--- src/rtl/alu_muldiv_seq_pkg.sv ---
// Shared types and encodings for the sequential 4x4 multiply/divide controller
// and its combinational iteration step.
package alu_muldiv_seq_pkg;

    typedef enum logic [1:0] {
        IDLE = 2'd0,
        RUN  = 2'd1,
        DONE = 2'd2
    } state_t;

    localparam logic OP_MUL = 1'b0;
    localparam logic OP_DIV = 1'b1;

    localparam logic [1:0] ALU_ADD = 2'b00;
    localparam logic [1:0] ALU_SUB = 2'b01;
    localparam logic [1:0] ALU_INC = 2'b10;
    localparam logic [1:0] ALU_NEG = 2'b11;

    localparam int unsigned ITERATIONS = 4;

endpackage

--- src/rtl/alu_muldiv_seq_step.sv ---
// One shift-and-add multiply or restoring-divide iteration: chooses the ALU
// operands for the current {hi, lo} and folds the ALU answer into the next value.
module muldiv_step
    import alu_muldiv_seq_pkg::*;
(
    input  logic       op,
    input  logic [3:0] hi,
    input  logic [3:0] lo,
    input  logic [3:0] y,
    input  logic [3:0] alu_r,
    input  logic       alu_carry,
    output logic [3:0] alu_a,
    output logic [3:0] alu_b,
    output logic [1:0] alu_aluop,
    output logic [3:0] hi_next,
    output logic [3:0] lo_next
);

    logic [4:0] t;
    logic       q;
    logic       c;
    logic [3:0] s;

    always_comb begin
        t         = {hi, lo[3]};
        q         = 1'b0;
        c         = 1'b0;
        s         = hi;
        alu_b     = y;
        alu_a     = hi;
        alu_aluop = ALU_ADD;
        hi_next   = hi;
        lo_next   = lo;
        if (op == OP_DIV) begin
            // Subtract succeeds when the shifted-out bit was set or there was no borrow.
            alu_a     = t[3:0];
            alu_aluop = ALU_SUB;
            q         = t[4] | alu_carry;
            hi_next   = q ? alu_r : t[3:0];
            lo_next   = {lo[2:0], q};
        end else begin
            if (lo[0]) begin
                c = alu_carry;
                s = alu_r;
            end
            hi_next = {c, s[3:1]};
            lo_next = {s[0], lo[3:1]};
        end
    end

endmodule

--- src/rtl/alu_muldiv_seq.sv ---
// Sequential 4x4 unsigned multiplier/divider that drives an external nibble ALU
// for four passes per command and holds the result until the consumer takes it.
module alu_muldiv_seq
    import alu_muldiv_seq_pkg::*;
(
    input  logic       clk,
    input  logic       rst_n,
    input  logic       start_valid,
    output logic       start_ready,
    input  logic       op,
    input  logic [3:0] x,
    input  logic [3:0] y,
    output logic       done_valid,
    input  logic       done_ready,
    output logic [3:0] hi,
    output logic [3:0] lo,
    output logic       res_zero,
    output logic       div_by_zero,
    output logic [3:0] alu_a,
    output logic [3:0] alu_b,
    output logic [1:0] alu_aluop,
    output logic       alu_l,
    input  logic [3:0] alu_r,
    input  logic       alu_carry,
    input  logic       alu_zero,
    input  logic       alu_sign
);

    // Handshakes: a transfer happens on a rising edge where valid and ready are
    // both high; valid never waits on ready, and commands offered while busy are dropped.
    state_t     state;
    state_t     state_next;
    logic [1:0] cnt;
    logic       op_q;
    logic [3:0] y_q;
    logic [3:0] step_a;
    logic [3:0] step_b;
    logic [1:0] step_aluop;
    logic [3:0] hi_next;
    logic [3:0] lo_next;
    logic       unused_flags;

    assign unused_flags = alu_zero ^ alu_sign;

    muldiv_step u_step (
        .op        (op_q),
        .hi        (hi),
        .lo        (lo),
        .y         (y_q),
        .alu_r     (alu_r),
        .alu_carry (alu_carry),
        .alu_a     (step_a),
        .alu_b     (step_b),
        .alu_aluop (step_aluop),
        .hi_next   (hi_next),
        .lo_next   (lo_next)
    );

    always_ff @(posedge clk or negedge rst_n) begin
        if (!rst_n) state <= IDLE;
        else        state <= state_next;
    end

    always_comb begin
        state_next  = state;
        start_ready = 1'b0;
        done_valid  = 1'b0;
        alu_a       = 4'd0;
        alu_b       = 4'd0;
        alu_aluop   = ALU_ADD;
        alu_l       = 1'b0;
        case (state)
            IDLE: begin
                start_ready = rst_n;
                if (start_valid) state_next = RUN;
            end
            RUN: begin
                alu_a     = step_a;
                alu_b     = step_b;
                alu_aluop = step_aluop;
                if (cnt == 2'(ITERATIONS - 1)) state_next = DONE;
            end
            DONE: begin
                done_valid = 1'b1;
                if (done_ready) state_next = IDLE;
            end
            default: state_next = IDLE;
        endcase
    end

    always_ff @(posedge clk or negedge rst_n) begin
        if (!rst_n) begin
            cnt         <= 2'd0;
            op_q        <= OP_MUL;
            y_q         <= 4'd0;
            hi          <= 4'd0;
            lo          <= 4'd0;
            div_by_zero <= 1'b0;
        end else begin
            case (state)
                IDLE: if (start_valid) begin
                    cnt         <= 2'd0;
                    op_q        <= op;
                    y_q         <= y;
                    hi          <= 4'd0;
                    lo          <= x;
                    div_by_zero <= (op == OP_DIV) && (y == 4'd0);
                end
                RUN: begin
                    cnt <= cnt + 2'd1;
                    hi  <= hi_next;
                    lo  <= lo_next;
                end
                default: ;
            endcase
        end
    end

    assign res_zero = ({hi, lo} == 8'd0);

endmodule

--- config.mk ---
export PLATFORM = sky130hd
export DESIGN_NAME = alu_muldiv_seq
export DESIGN_NICKNAME = d
export VERILOG_FILES = /design/src/rtl/alu_muldiv_seq_pkg.sv /design/src/rtl/alu_muldiv_seq_step.sv /design/src/rtl/alu_muldiv_seq.sv
export SDC_FILE = /design/constraint.sdc
export NUM_CORES = 1
export LEC_CHECK = 0
export BUFFER_PORTS_ARGS = -buffer_cell sky130_fd_sc_hd__buf_2
export CAP_MARGIN = 20
export CORE_MARGIN = 3
export CORE_UTILIZATION = 40
export CTS_BUF_LIST = sky130_fd_sc_hd__clkbuf_4
export DETAILED_ROUTE_END_ITERATION = 12
export GPL_TIMING_DRIVEN = 0
export PLACE_DENSITY = 0.66
export SLEW_MARGIN = 20
export SYNTH_ARGS = -nofsm -noshare
export SYNTH_HDL_FRONTEND = slang
export SYNTH_HIERARCHICAL = 1
export SYNTH_SLANG_ARGS = --single-unit
export TNS_END_PERCENT = 10
--- constraint.sdc ---
create_clock -name clk -period 2.3 [get_ports clk]
set_clock_uncertainty 0.15 [all_clocks]
set_input_delay 0.115 -clock clk [delete_from_list [all_inputs] [get_ports clk]]
set_output_delay 0.115 -clock clk [all_outputs]
set_load 0.005 [all_outputs]
==> qor.yml, run 1 <==
clock_latency_ns: 0.30
drt-initial-drc-count: 40
cp_common_cell: "buf_4"
finalHoldViolCount: 0
die_w_um: 62.6
crit_family: "buffers and inverters"
power_leakage_nw: 0.786
gp_congestion: 0.792
cp_cell_sequence: "buf_4 -> nor2b_1 -> buf_4 -> clkbuf_2 -> and2_1 -> buf_2"
stdcell_count: 219
timing.fmax_mhz: 538
die-area_mm2: 0.00392
path_clk_slew_ns: 0.10
path_class: "reg2out"
grt_use_total: 0.156
finalSetupViolCount: 0
status: "completed"
via_count: 1076
worst-path-max-fanout: 10
yosys.area.top_type: "dfrtp_1"
synth_area_mm2: 0.00128
drc: 0
rr_worst_depth: 4
holdCritPathClass: "in2reg"
fin_nets: 199
fin_hold_ws_ns: 0.0242
slew_viol_final: 0
gr-total-overflow: 0
path_depth: 6
rows: 19
critPathLaunch: "state[0]"
r2r_start: "state[1]"
syn_inst: 128
antenna_left: 0
fill_cells: 286
yosysWarnings: 6
ir_drop_mv: 0.600
slowest_stage: "dfrtp_1"
die_height_um: 62.6
dpl.cell_count: 208
worst-path-buf-inv: 4
dp_hpwl_mm: 2.16
antenna_found_initial: 0
clock_path_buffers: 2
grt_pass1_wl_mm: 5.05
layout-drive-gt1-share: 0.407
maxCapViolCount: 0
r2r_slack_ns: 0.76
ios: 43
drt-pass1-iter-count: 4
routedWlPerCell_um: 12.9
routed_wl_mm: 2.83
ys_ff_latch: 18
period_share: 0.808
clock_sinks: 18
grt_max_degree: 20
cts_setup_buffers: 0
rsz0062_at_grt: "false"
cp.required_ns: 2.04
synth_area_leaders: "dfrtp_1, mux2_2, buf_4"
syn2layout_area_growth_pct: 26.4
endpoint: "alu_a[2]"
cts-root-buf: "clkbuf_4"
powerDensity_mw_per_mm2: 1260
tns_ns: 0
ys_seq_area_frac: 0.351
period_needed_ns: 1.86
start_kind: "flip-flop"
diodes: 0
setup_ws_ns: 0.441
r2r_end: "y_q[3]"
crit_arrival_ns: 1.59
cts_resized: 0
syn_avg_cell_area_um2: 10.0
cts_buffers: 3
post-place-ws_ns: 0.763
cts_tree: "done"
end_kind: "primary output"
cts_max_level: 1
coreArea_mm2: 0.00290
syn_nets: 149
start_util: 0.442
yosysTopAreaCellShare: 0.351
vias_per_cell: 4.91
port_buffers: 38
yosysUniqueCellTypes: 34
ctsHoldBuffers: 7
grt_pass1_vias: 1085
max_stage_delay_ns: 0.37
==> area by class of cell <==
| class | instances | area [um^2] | area share |
|---|---|---|---|
| repair buffers | 45 | 260 | 0.160 |
| clock inverters | 1 | 3.75 | 0.00231 |
| flip-flops and latches | 18 | 450 | 0.278 |
| well taps | 42 | 52.6 | 0.0324 |
| clock buffers | 3 | 22.5 | 0.0139 |
| inverters | 13 | 48.8 | 0.0301 |
| multi-input cells | 80 | 654 | 0.404 |
| plain buffers | 17 | 129 | 0.0795 |
==> cell families after synthesis <==
family                   count (synthesis)  share of synthesized area
AO/OA/AOI/OAI                           21                      0.123
adder cells (fa/ha/maj)                  1                    0.00975
buffers and inverters                   30                      0.139
flip-flops                              18                      0.351
multiplexers                            18                      0.152
other                                    2                    0.00586
AND/OR/NAND/NOR                         38                      0.220
==> placed cells by master, fill, tap and decap left out, types with 2 or more instances in the layout <==
master,instances
inv_1,13
clkbuf_4,3
nor2_1,2
nor2b_1,4
dfrtp_1,18
mux2i_1,6
nand2_1,2
conb_1,2
and2_1,10
a21oi_1,4
mux2_2,8
nor4b_1,4
dlygate4sd3_1,7
mux2_1,4
nand3b_1,5
nor3b_1,4
buf_6,3
buf_2,41
a211oi_1,5
or4_1,2
o31ai_1,5
buf_4,10
==> cell usage after synthesis (all sizes together) <==
cell type and number:
inv 13, clkbuf 1, nor2b 5, o21bai 1
o22ai 1, or4 3, nand3b 5, a22o 1
buf 16, a21oi 4, o31ai 5, a211oi 6
nor3b 5, nand2 2, nor2 3, ha 1
nor4b 4, mux2i 6, dfrtp 18, o21ai 1
a221oi 1, a21o 1, mux2 12, conb 2
or4bb 1, and2 10
==> registers in the layout, indices dropped and copies added (netlist names) <==
name         flops
lo               4
cnt              2
op_q             1
y_q              4
div_by_zero      1
hi               4
state            2
==> worst min-delay path: stages <==
cell      delay (ns)
buf_2           0.08
nor4b_1         0.04
a211oi_1        0.19
==> worst min path at each step <==
stage / slack, ns / startpoint / cells past startpoint / end
floorplan: -0.33 / rst_n / 0 / cnt[0]
global placement: -0.08 / rst_n / 1 / lo[2]
detailed placement: -0.08 / rst_n / 1 / lo[2]
CTS: 0.01 / x[1] / 3 / lo[1]
global route: 0.02 / x[0] / 3 / lo[0]
finish: 0.02 / x[1] / 3 / lo[1]
==> where the power goes <==
part	total, mW	leakage (nW)	switching [mW]	internal [mW]
logic	1.27	0.555	0.576	0.691
registers	0.611	0.215	0.143	0.469
clock network	0.165	0.0154	0.101	0.0632
==> layer usage <==
| layer | part of all wire | track usage | vias to the layer above |
|---|---|---|---|
| li1 | - | - | 536 |
| met1 | 0.44 | 0.182 | 514 |
| met2 | 0.50 | 0.268 | 22 |
| met3 | 0.050 | 0.0414 | 4 |
| met4 | 0.010 | 0.0689 | 0 |
| met5 | 0 | 0 | - |
==> per-stage QoR <==
stage	power, mW	cell area (um^2)	utilization
6_report	2.04	1620	0.559
3_5_place_dp	1.89	1530	0.526
3_3_place_gp	1.85	1530	0.526
5_1_grt	2.25	1620	0.559
4_1_cts	2.07	1620	0.559
2_1_floorplan	1.51	1280	-
No activity file was read; power rests on OpenSTA's default activity.
==> run 2: changes to the inputs <==
Settings changed: ABC_AREA set to 1, PLACE_DENSITY 0.66 to 0.69.
Clock period 2.3 ns to 1.6 ns, I/O delays scaled along.
==> run 2 against run 1 <==
Compared with the run above: count of clock-buffer cells in the layout stayed put; hold slack better by 0.011 ns; combinational power grew 39%; flip-flop and latch count is the same; clock power increased by 42%; worst setup slack got worse by 0.36 ns; synthesized cell count up 47%; first-iteration DRC count increased to 2.5 times the previous value; global-route usage is 1.5 points higher; sequential share of layout area fell by 0.094 points; critical endpoint is now alu_a[0]; largest power group unchanged.
==> qor.yml, run 2 <==
final_common_cell: "nand2_1"
powerDensity_mw_per_mm2: 1750
vias_per_cell: 4.71
ys_ff_latch: 18
max_stage_delay_ns: 0.41
yosys-top-cells-count: "nand2_1, inv_1, nor2_1"
synth-edff-count: 0
grt_max_degree: 19
status: "completed"
yosysWarnings: 6
diodes: 0
cp_cell_sequence: "inv_2 -> nand2_2 -> buf_6 -> nor2_1 -> buf_2"
routedWlPerCell_um: 11.1
cts_buffers: 3
power.share.switching: 0.464
slew_headroom: 0.467
die_height_um: 61.5
grt_busiest_layer: "met2"
finalHoldViolCount: 0
path_clk_slew_ns: 0.11
antenna_found_initial: 0
ys_seq_area_frac: 0.365
clock_sinks: 18
antenna_left: 0
synth_area_leaders: "dfrtp_1, nand2_1, inv_1"
internal_power_mw: 1.53
timing.fmax_mhz: 659
gp_congestion: 0.775
post-place-ws_ns: 0.205
layout-drive-gt1-share: 0.276
port_buffers: 38
cts-root-buf: "clkbuf_4"
synthFlopType: "dfrtp_1"
dpl.cell_count: 257
yosys.area.top_type: "dfrtp_1"
end_kind: "primary output"
via_count: 1291
worst-path-buf-inv: 3
finalSetupViolCount: 0
placed_cell_area_mm2: 0.00146
cts_max_level: 1
period_needed_ns: 1.52
syn_nets: 209
syn_avg_cell_area_um2: 6.56
yosysTopAreaCellShare: 0.365
rows: 19
worst-path-max-fanout: 10
stdcell_count: 274
coreArea_mm2: 0.00285
drt-initial-drc-count: 101
yosysMostFrequentCell: "nand2_1"
synthSimpleGateAreaFrac: 0.375
r2r_slack_ns: 0.20
power_leakage_nw: 0.964
use_met1: 0.220
rsz0062_at_grt: "true"
dp_hpwl_mm: 2.12
syn2layout_area_growth_pct: 32.4
drc: 0
ios: 43
grt_util_met2: 0.303
synth_area_mm2: 0.00123
path_class: "reg2out"
clock_path_buffers: 2
clock_latency_ns: 0.29
tightest_slew_ns: 0.798
comb_power_share: 0.616
design_area_mm2: 0.00163
start_util: 0.432
cp.required_ns: 1.37
gr-total-overflow: 0
crit_family: "flip-flops"
start_kind: "flip-flop"
p_switching_mw: 1.33
slowest_stage: "dfrtp_1"
period_share: 0.949
routed_wl_mm: 3.05
synth_compound_area_frac: 0.0934
synth_top_family_by_area: "simple AND/OR/NAND/NOR gates"
holdCritPathClass: "in2reg"
die_w_um: 61.5
fin_nets: 265
async_flop_share: 1.00
largestRegisters: "hi x4, lo x4, y_q x4"
maxCapViolCount: 0
crit_arrival_ns: 1.29
syn_inst: 188
drt-pass1-iter-count: 4
clockPowerShare: 0.082
synth-xor-area-share: 0
ir_drop_mv: 0.912
grt_util_met3: 0.0189
setup_ws_ns: 0.0814
grt_pass1_vias: 1140
synthMuxAreaShare: 0
sequentialPowerShare: 0.302
synth-adder-area-share: 0.0102
cts_tree: "done"
layout_common_cells: "nand2_1, buf_2, inv_1, nor2_1, dfrtp_1"
yosysUniqueCellTypes: 21
die-area_mm2: 0.00378
grt_use_total: 0.171
grt_pass1_wl_mm: 4.95
slew_viol_final: 0
run 2: cell count changes after synthesis, sizes merged, moves of 6 or more:
cell,change
nand2,+76
mux2i,-6
a211oi,-6
o21ai,+10
nor2,+17
nand3,+15
mux2,-12
inv,+9
and2,-10
run 2: final cells by class:
class                      instances  area, um^2
fill                             273        1220
multi-input combinational        134         599
sequential                        18         452
timing repair buffer              52         325
buffer                            13        95.1
inverter                          22        95.1
tap                               31        38.8
clock buffer                       3        22.5
clock inverter                     1        3.75
run 2: per-stage QoR:
stage | setup TNS [ns] | utilization | total power, mW | hold slack, ns
floorplan | 0 | - | 2.06 | -0.366
global placement | 0 | 0.512 | 2.54 | -0.113
detailed placement | 0 | 0.512 | 2.57 | -0.113
CTS | 0 | 0.567 | 2.85 | 0.0381
global route | -0.00310 | 0.572 | 3.22 | 0.0507
finish | 0 | 0.572 | 2.86 | 0.0347
run 2: worst reg2reg max path, cell delays in order (launching register included):
cell and delay [ns]:
dfrtp_1 0.41, buf_4 0.15, nor2_2 0.18, nand2_1 0.22, nand2_1 0.10, o21ai_0 0.09
run 2: worst paths after layout:
kind / startpoint / to / cells after the start
min in group asynchronous: rst_n / lo[0] / 2
max: state[1] / alu_a[0] / 5
max reg2reg: state[1] / div_by_zero / 5
min: alu_carry / hi[3] / 5
min reg2reg: y_q[0] / y_q[0] / 2
max in group asynchronous: rst_n / state[0] / 2
run 2: cell families (layout without fill, tap and decap cells):
logic type      after synthesis  in the layout
simple gates                115            115
fa+ha+maj                     1              1
other cells                   2              2
buf+inv                      36             91
flops                        18             18
compound gates               16             16
run 2: power groups by stage:
stage	clock network (mW)	logic, mW	registers, mW
after CTS	0.243	1.74	0.861
after detailed placement	0	1.69	0.876
after floorplan	0	1.22	0.843
after global placement	0	1.67	0.872
final	0.235	1.76	0.864
after global routing	0.262	2.05	0.909
run 2: routing by layer:
layer,vias to the layer above,share of wire
li1,679,-
met1,576,0.44
met2,34,0.50
met3,2,0.049
met4,0,0.0069
met5,-,0
run 2: repair_timing:
action,4_1_cts,5_1_grt
setup buffers,2,0
gates resized for setup,3,5
setup endpoints to repair,9,10
hold endpoints to repair,29,0
hold buffers,12,0
